$ cat config.mk
export PLATFORM = sky130hd
export DESIGN_NAME = sweep_counter
export DESIGN_NICKNAME = d
export VERILOG_FILES = /design/src/rtl/sweep_pkg.sv /design/src/rtl/sweep_prescaler.sv /design/src/rtl/sweep_counter.sv
export SDC_FILE = /design/constraint.sdc
export NUM_CORES = 1
export LEC_CHECK = 0
export ABC_AREA = 1
export BUFFER_PORTS_ARGS = -buffer_cell sky130_fd_sc_hd__buf_2
export CAP_MARGIN = 20
export CORE_MARGIN = 4
export CORE_UTILIZATION = 63
export CTS_CLUSTER_SIZE = 16
export DETAILED_ROUTE_END_ITERATION = 10
export GPL_TIMING_DRIVEN = 0
export HOLD_SLACK_MARGIN = 0.1
export MAX_ROUTING_LAYER = met4
export PLACE_DENSITY = 0.91
export SETUP_SLACK_MARGIN = 0.3
export SLEW_MARGIN = 20
export SYNTH_ARGS = -nofsm -noshare
export SYNTH_HDL_FRONTEND = slang
export SYNTH_SLANG_ARGS = --single-unit
$ cat constraint.sdc
create_clock -name clk -period 6.1 [get_ports clk]
set_clock_uncertainty 0.2 [all_clocks]
set_input_delay 0 -clock clk [delete_from_list [all_inputs] [get_ports clk]]
set_output_delay 0 -clock clk [all_outputs]
set_load 0.02 [all_outputs]
$ cat src/rtl/sweep_pkg.sv
// Shared encodings and default widths for the sweep counter block.
package sweep_pkg;

  localparam int unsigned DEF_WIDTH      = 12;
  localparam int unsigned DEF_PRESCALE_W = 16;

  typedef enum logic [1:0] {
    MODE_UP     = 2'b00,
    MODE_DOWN   = 2'b01,
    MODE_BOUNCE = 2'b10
  } mode_e;

  typedef enum logic [1:0] {
    ST_IDLE = 2'b00,
    ST_RUN  = 2'b01,
    ST_DONE = 2'b10
  } state_e;

  // The unused mode code 2'b11 counts up.
  function automatic mode_e norm_mode(input logic [1:0] m);
    return (m == 2'b11) ? MODE_UP : mode_e'(m);
  endfunction

endpackage

$ cat src/rtl/sweep_prescaler.sv
// Tick generator for the sweep counter: one tick every div+1 enabled cycles.
// Only built when SWEEP_COUNTER_PRESCALE_EN is defined.
`ifdef SWEEP_COUNTER_PRESCALE_EN
module sweep_prescaler
  import sweep_pkg::*;
#(
  parameter int unsigned W = DEF_PRESCALE_W
) (
  input  logic         clk,
  input  logic         rst,
  input  logic         clr,
  input  logic         en,
  input  logic [W-1:0] div,
  output logic         tick_c
);

  logic [W-1:0] cnt;

  assign tick_c = en && (cnt == div);

  always_ff @(posedge clk) begin
    if (!rst) begin
      cnt <= '0;
    end else if (clr) begin
      cnt <= '0;
    end else if (en) begin
      cnt <= tick_c ? '0 : cnt + W'(1);
    end
  end

endmodule
`endif

$ cat src/rtl/sweep_counter.sv
// Programmable-bound up/down/bounce counter feeding the BCD display path.
// Optional prescaler enabled by defining SWEEP_COUNTER_PRESCALE_EN.
module sweep_counter
  import sweep_pkg::*;
#(
  parameter int unsigned WIDTH      = DEF_WIDTH,
  parameter int unsigned PRESCALE_W = DEF_PRESCALE_W
) (
  input  logic                  clk,
  input  logic                  rst,
  input  logic                  start,
  input  logic                  abort,
  input  logic                  hold,
  input  logic [1:0]            mode,
  input  logic                  wrap,
  input  logic [WIDTH-1:0]      lo,
  input  logic [WIDTH-1:0]      hi,
  input  logic [PRESCALE_W-1:0] div,
  output logic [WIDTH-1:0]      count,
  output logic                  busy,
  output logic                  done,
  output logic                  tc,
  output logic                  dir,
  output logic                  err
);

  state_e           state;
  mode_e            cfg_mode;
  logic             cfg_wrap;
  logic [WIDTH-1:0] cfg_lo;
  logic [WIDTH-1:0] cfg_hi;
  logic             tick_c;
  logic             at_term_c;
  logic             bounce_turn_c;
  mode_e            mode_n_c;

`ifdef SWEEP_COUNTER_PRESCALE_EN
  logic [PRESCALE_W-1:0] cfg_div;

  always_ff @(posedge clk) begin
    if (!rst) begin
      cfg_div <= '0;
    end else if (start && !abort) begin
      cfg_div <= div;
    end
  end

  sweep_prescaler #(.W(PRESCALE_W)) u_prescaler (
    .clk    (clk),
    .rst    (rst),
    .clr    (start || abort),
    .en     ((state == ST_RUN) && !hold),
    .div    (cfg_div),
    .tick_c (tick_c)
  );
`else
  logic unused_div;
  assign unused_div = ^div;
  assign tick_c     = 1'b1;
`endif

  assign mode_n_c      = norm_mode(mode);
  assign at_term_c     = dir ? (count == cfg_lo) : (count == cfg_hi);
  // Degenerate lo==hi bounce has no room to turn; treat it as up/down.
  assign bounce_turn_c = (cfg_mode == MODE_BOUNCE) && (cfg_lo != cfg_hi);

  always_ff @(posedge clk) begin
    if (!rst) begin
      state    <= ST_IDLE;
      cfg_mode <= MODE_UP;
      cfg_wrap <= 1'b0;
      cfg_lo   <= '0;
      cfg_hi   <= '0;
      count    <= '0;
      busy     <= 1'b0;
      done     <= 1'b0;
      tc       <= 1'b0;
      dir      <= 1'b0;
      err      <= 1'b0;
    end else begin
      tc <= 1'b0;
      if (abort) begin
        state <= ST_IDLE;
        busy  <= 1'b0;
        done  <= 1'b0;
      end else if (start) begin
        if (lo > hi) begin
          state <= ST_DONE;
          busy  <= 1'b0;
          done  <= 1'b1;
          err   <= 1'b1;
        end else begin
          state    <= ST_RUN;
          busy     <= 1'b1;
          done     <= 1'b0;
          err      <= 1'b0;
          cfg_mode <= mode_n_c;
          cfg_wrap <= wrap;
          cfg_lo   <= lo;
          cfg_hi   <= hi;
          if (mode_n_c == MODE_DOWN) begin
            count <= hi;
            dir   <= 1'b1;
          end else begin
            count <= lo;
            dir   <= 1'b0;
          end
        end
      end else if ((state == ST_RUN) && tick_c && !hold) begin
        if (!at_term_c) begin
          count <= dir ? count - WIDTH'(1) : count + WIDTH'(1);
        end else if (bounce_turn_c && !dir) begin
          dir   <= 1'b1;
          count <= cfg_hi - WIDTH'(1);
        end else if (cfg_wrap) begin
          tc <= 1'b1;
          if (bounce_turn_c) begin
            dir   <= 1'b0;
            count <= cfg_lo + WIDTH'(1);
          end else begin
            count <= dir ? cfg_hi : cfg_lo;
          end
        end else begin
          tc    <= 1'b1;
          state <= ST_DONE;
          busy  <= 1'b0;
          done  <= 1'b1;
        end
      end
    end
  end

endmodule

==> qor.yml <==
wl_mm: 16.4
synth_top_area_share_pct: 20.9
post-route-cell-area_mm2: 0.00515
outcome: "completed"
finalNonFillerCells: 894
start_util_pct: 65.6
hold_ws_ps: 281
dp.cells: 835
sequentialPowerShare_pct: 36.9
synth_area_mm2: 0.00421
first_global_vias: 5487
fin_nets: 890
num_antenna_cells: 0
internal_power_uw: 525
setup_viol: 0
post-route-util_pct: 80.2
rrSetupSlack_ps: 3020
ys_seq_area_share_pct: 20.9
crit_path_start_kind: "input port"
power_density_mw_per_mm2: 177
port_buffers: 48
clkTransAtPathRegs_ps: 100
end_kind: "flip-flop"
gr-usage-all-layers_pct: 40.4
die_area_mm2: 0.00806
cts_made_buffers: 5
path_depth: 12
synth_fp_nets: 783
vias_per_cell: 6.30
finalCriticalPeriod_ps: 3480
syn_avg_cell_area_um2: 5.94
area_growth_syn_to_layout_pct: 22.3
grt_start_max_net_pins: 14
maxCapViolations: 0
rr_worst_depth: 13
swShare_pct: 42.4
netlist-cell-type-count: 34
place_area_mm2: 0.00455
cts_sinks: 44
root_buffer: "clkbuf_8"
rsz0062_at_grt: "false"
vias: 5630
wl_per_cell_um: 18.3
critPathBufInv: 4
crit_type: "input port to flip-flop"
critPathRequiredTime_ps: 6110
hp-class: "flip-flop to flip-flop"
switching_power_uw: 386
antenna_left: 0
fp.dieH_um: 89.8
first_pass_iters: 6
gr-total-overflow: 0
clk_latency_ps: 310
hold_depth: 2
num_rows: 29
p_leak_uw: 0.00250
synth.area.top_cells: "dfxtp_1 (21%), nand2_1 (20%), ha_1 (7.1%)"
critPathArrivalTime_ps: 3490
p_comb_share_pct: 41.7
max-slew-margin-rel_pct: 47.4
drt_iter0_drc: 790
dieWidth_um: 89.8
drive_gt1_share_pct: 10.8
fin_crit_sh_pct: 57.1
drc_errors: 0
grt_pass1_wl_mm: 26.0
hold_path.startpoint: "done$_SDFFE_PP0P_"
ios: 65
clock_power_share_pct: 21.3
peakVddDrop_v: 0.000143
worstSetupStartpoint: "lo[11]"
coreArea_mm2: 0.00642
hold_viol: 0
ys_ff_latch: 44
gp_congestion: 1.01
tns_ps: 0
yosysTopAreaCell: "dfxtp_1"
clk_path_buf_depth: 2
max_stage_delay_ps: 580
h-tree-depth: 2
cts_tree: "built"
r2r-start: "dir$_SDFFE_PN0P_"
syn_inst: 710
yosys_warnings: 0
worst_pin_slew_ps: 786
fmax_mhz: 287
slew_viol_final: 0
dp_hpwl_mm: 11.0
ctsResizeCount: 0
cpLargestDelayFamily: "buffers and inverters"
worstPathMaxFanout: 8
path_cells: "dlygate4sd3_1, buf_2, ha_1, nand2_1, nor3_1, nand4_1, nand2_1, nand2_1, a21oi_1, dlygate4sd3_1, a211oi_1, dlygate4sd3_1"
cpMaxStageDelayCell: "dlygate4sd3_1"
antenna_found_initial: 0
logic make-up after synthesis:
family | share of synthesized area (%)
and+or+nand+nor | 36.6
DFF | 20.9
AOI/OAI and AO/OA | 18.8
xor gates and xnor gates | 5.61
adders and majority gates | 7.60
buffers and inverters | 10.5
synth_stat cells:
master	instances
nand4_1	12
buf_2	4
ha_1	24
buf_1	1
o21ai_0	57
inv_2	4
nand3_1	48
or2_2	1
buf_6	5
nand2_1	222
clkbuf_1	14
a21oi_1	52
nor2_4	2
nor4_1	2
o21a_1	2
nor3_1	8
fa_1	1
nand2_4	2
clkinv_1	1
nor2_1	58
nor2_2	5
o21ai_2	1
clkbuf_2	1
nand2_2	2
o211ai_1	19
nand3_2	3
a21oi_2	3
xnor2_1	4
o21bai_1	1
xor2_1	23
a211oi_1	2
inv_1	76
o21ai_1	6
dfxtp_1	44
per-stage QoR:
stage	setup WS, ps	total power (uW)
CTS	2870	871
global route	2560	947
floorplan	3660	572
detailed placement	3330	666
global placement	3460	659
finish	2620	911
cells in the final DEF (no fill, tap or decap), types with 2 or more instances in the layout:
| cell | count |
|---|---|
| nor2_1 | 58 |
| nor3_1 | 8 |
| nand2_1 | 222 |
| a211oi_1 | 2 |
| buf_6 | 5 |
| o21ai_0 | 57 |
| xnor2_1 | 4 |
| dlygate4sd3_1 | 52 |
| nand2_4 | 2 |
| nand4_1 | 12 |
| nand3_1 | 48 |
| o211ai_1 | 19 |
| a21oi_1 | 52 |
| nor2_2 | 5 |
| xor2_1 | 23 |
| nand2_2 | 2 |
| buf_2 | 52 |
| clkbuf_8 | 5 |
| nor4_1 | 2 |
| o21ai_1 | 6 |
| a21oi_2 | 3 |
| o21a_1 | 2 |
| nor2_4 | 2 |
| nand3_2 | 3 |
| clkbuf_1 | 14 |
| inv_2 | 4 |
| ha_1 | 24 |
| dfxtp_1 | 44 |
| inv_1 | 76 |
layout make-up:
type                            count  area [um^2]
Buffer                             25          138
Clock buffer                        5         68.8
Clock inverter                      2         12.5
Fill cell                         440         1270
Inverter                           81          304
Multi-Input combinational cell    560         2890
Sequential cell                    44          881
Tap cell                           77         96.3
Timing Repair Buffer              100          761
per-layer routing:
| layer | track usage, % | wire (um) |
|---|---|---|
| met2 | 65.9 | 7450 |
| met5 | - | 0 |
| met4 | 25.5 | 1250 |
| met3 | 6.59 | 2000 |
| met1 | 46.4 | 5690 |
worst paths after layout:
path,endpoint
worst min register to register,done$_SDFFE_PP0P_
worst max register to register,tc$_SDFF_PP0_
worst max-delay path,cfg_mode[1]$_SDFFE_PN0P_
worst min-delay path,done$_SDFFE_PP0P_
state kept, by name, summed over array words and instances, names as in the netlist:
| signal | cells |
|---|---|
| count | 12 |
| cfg_mode | 2 |
| err | 1 |
| cfg_wrap | 1 |
| done | 1 |
| dir | 1 |
| tc | 1 |
| state | 1 |
| cfg_hi | 12 |
| cfg_lo | 12 |
power by group through the flow:
stage / clock (uW) / sequential [uW] / combinational, uW
after global routing: 196 / 338 / 413
after detailed placement: 0 / 341 / 324
after CTS: 182 / 335 / 354
final: 194 / 336 / 380
after global placement: 0 / 341 / 319
after floorplan: 0 / 344 / 229
repair_timing:
action                                 4_1_cts  5_1_grt
setup buffers                                0        0
hold buffers                                52        0
endpoints found under the hold margin       44        0
tightest hold or removal path, delay by kind of cell (launching register included):
family | cells | cell delay, ps
flip-flops | 1 | 340
buffers and inverters | 1 | 50
AO/OA/AOI/OAI | 1 | 50
Note: power is estimated with default switching activity, not from simulation.
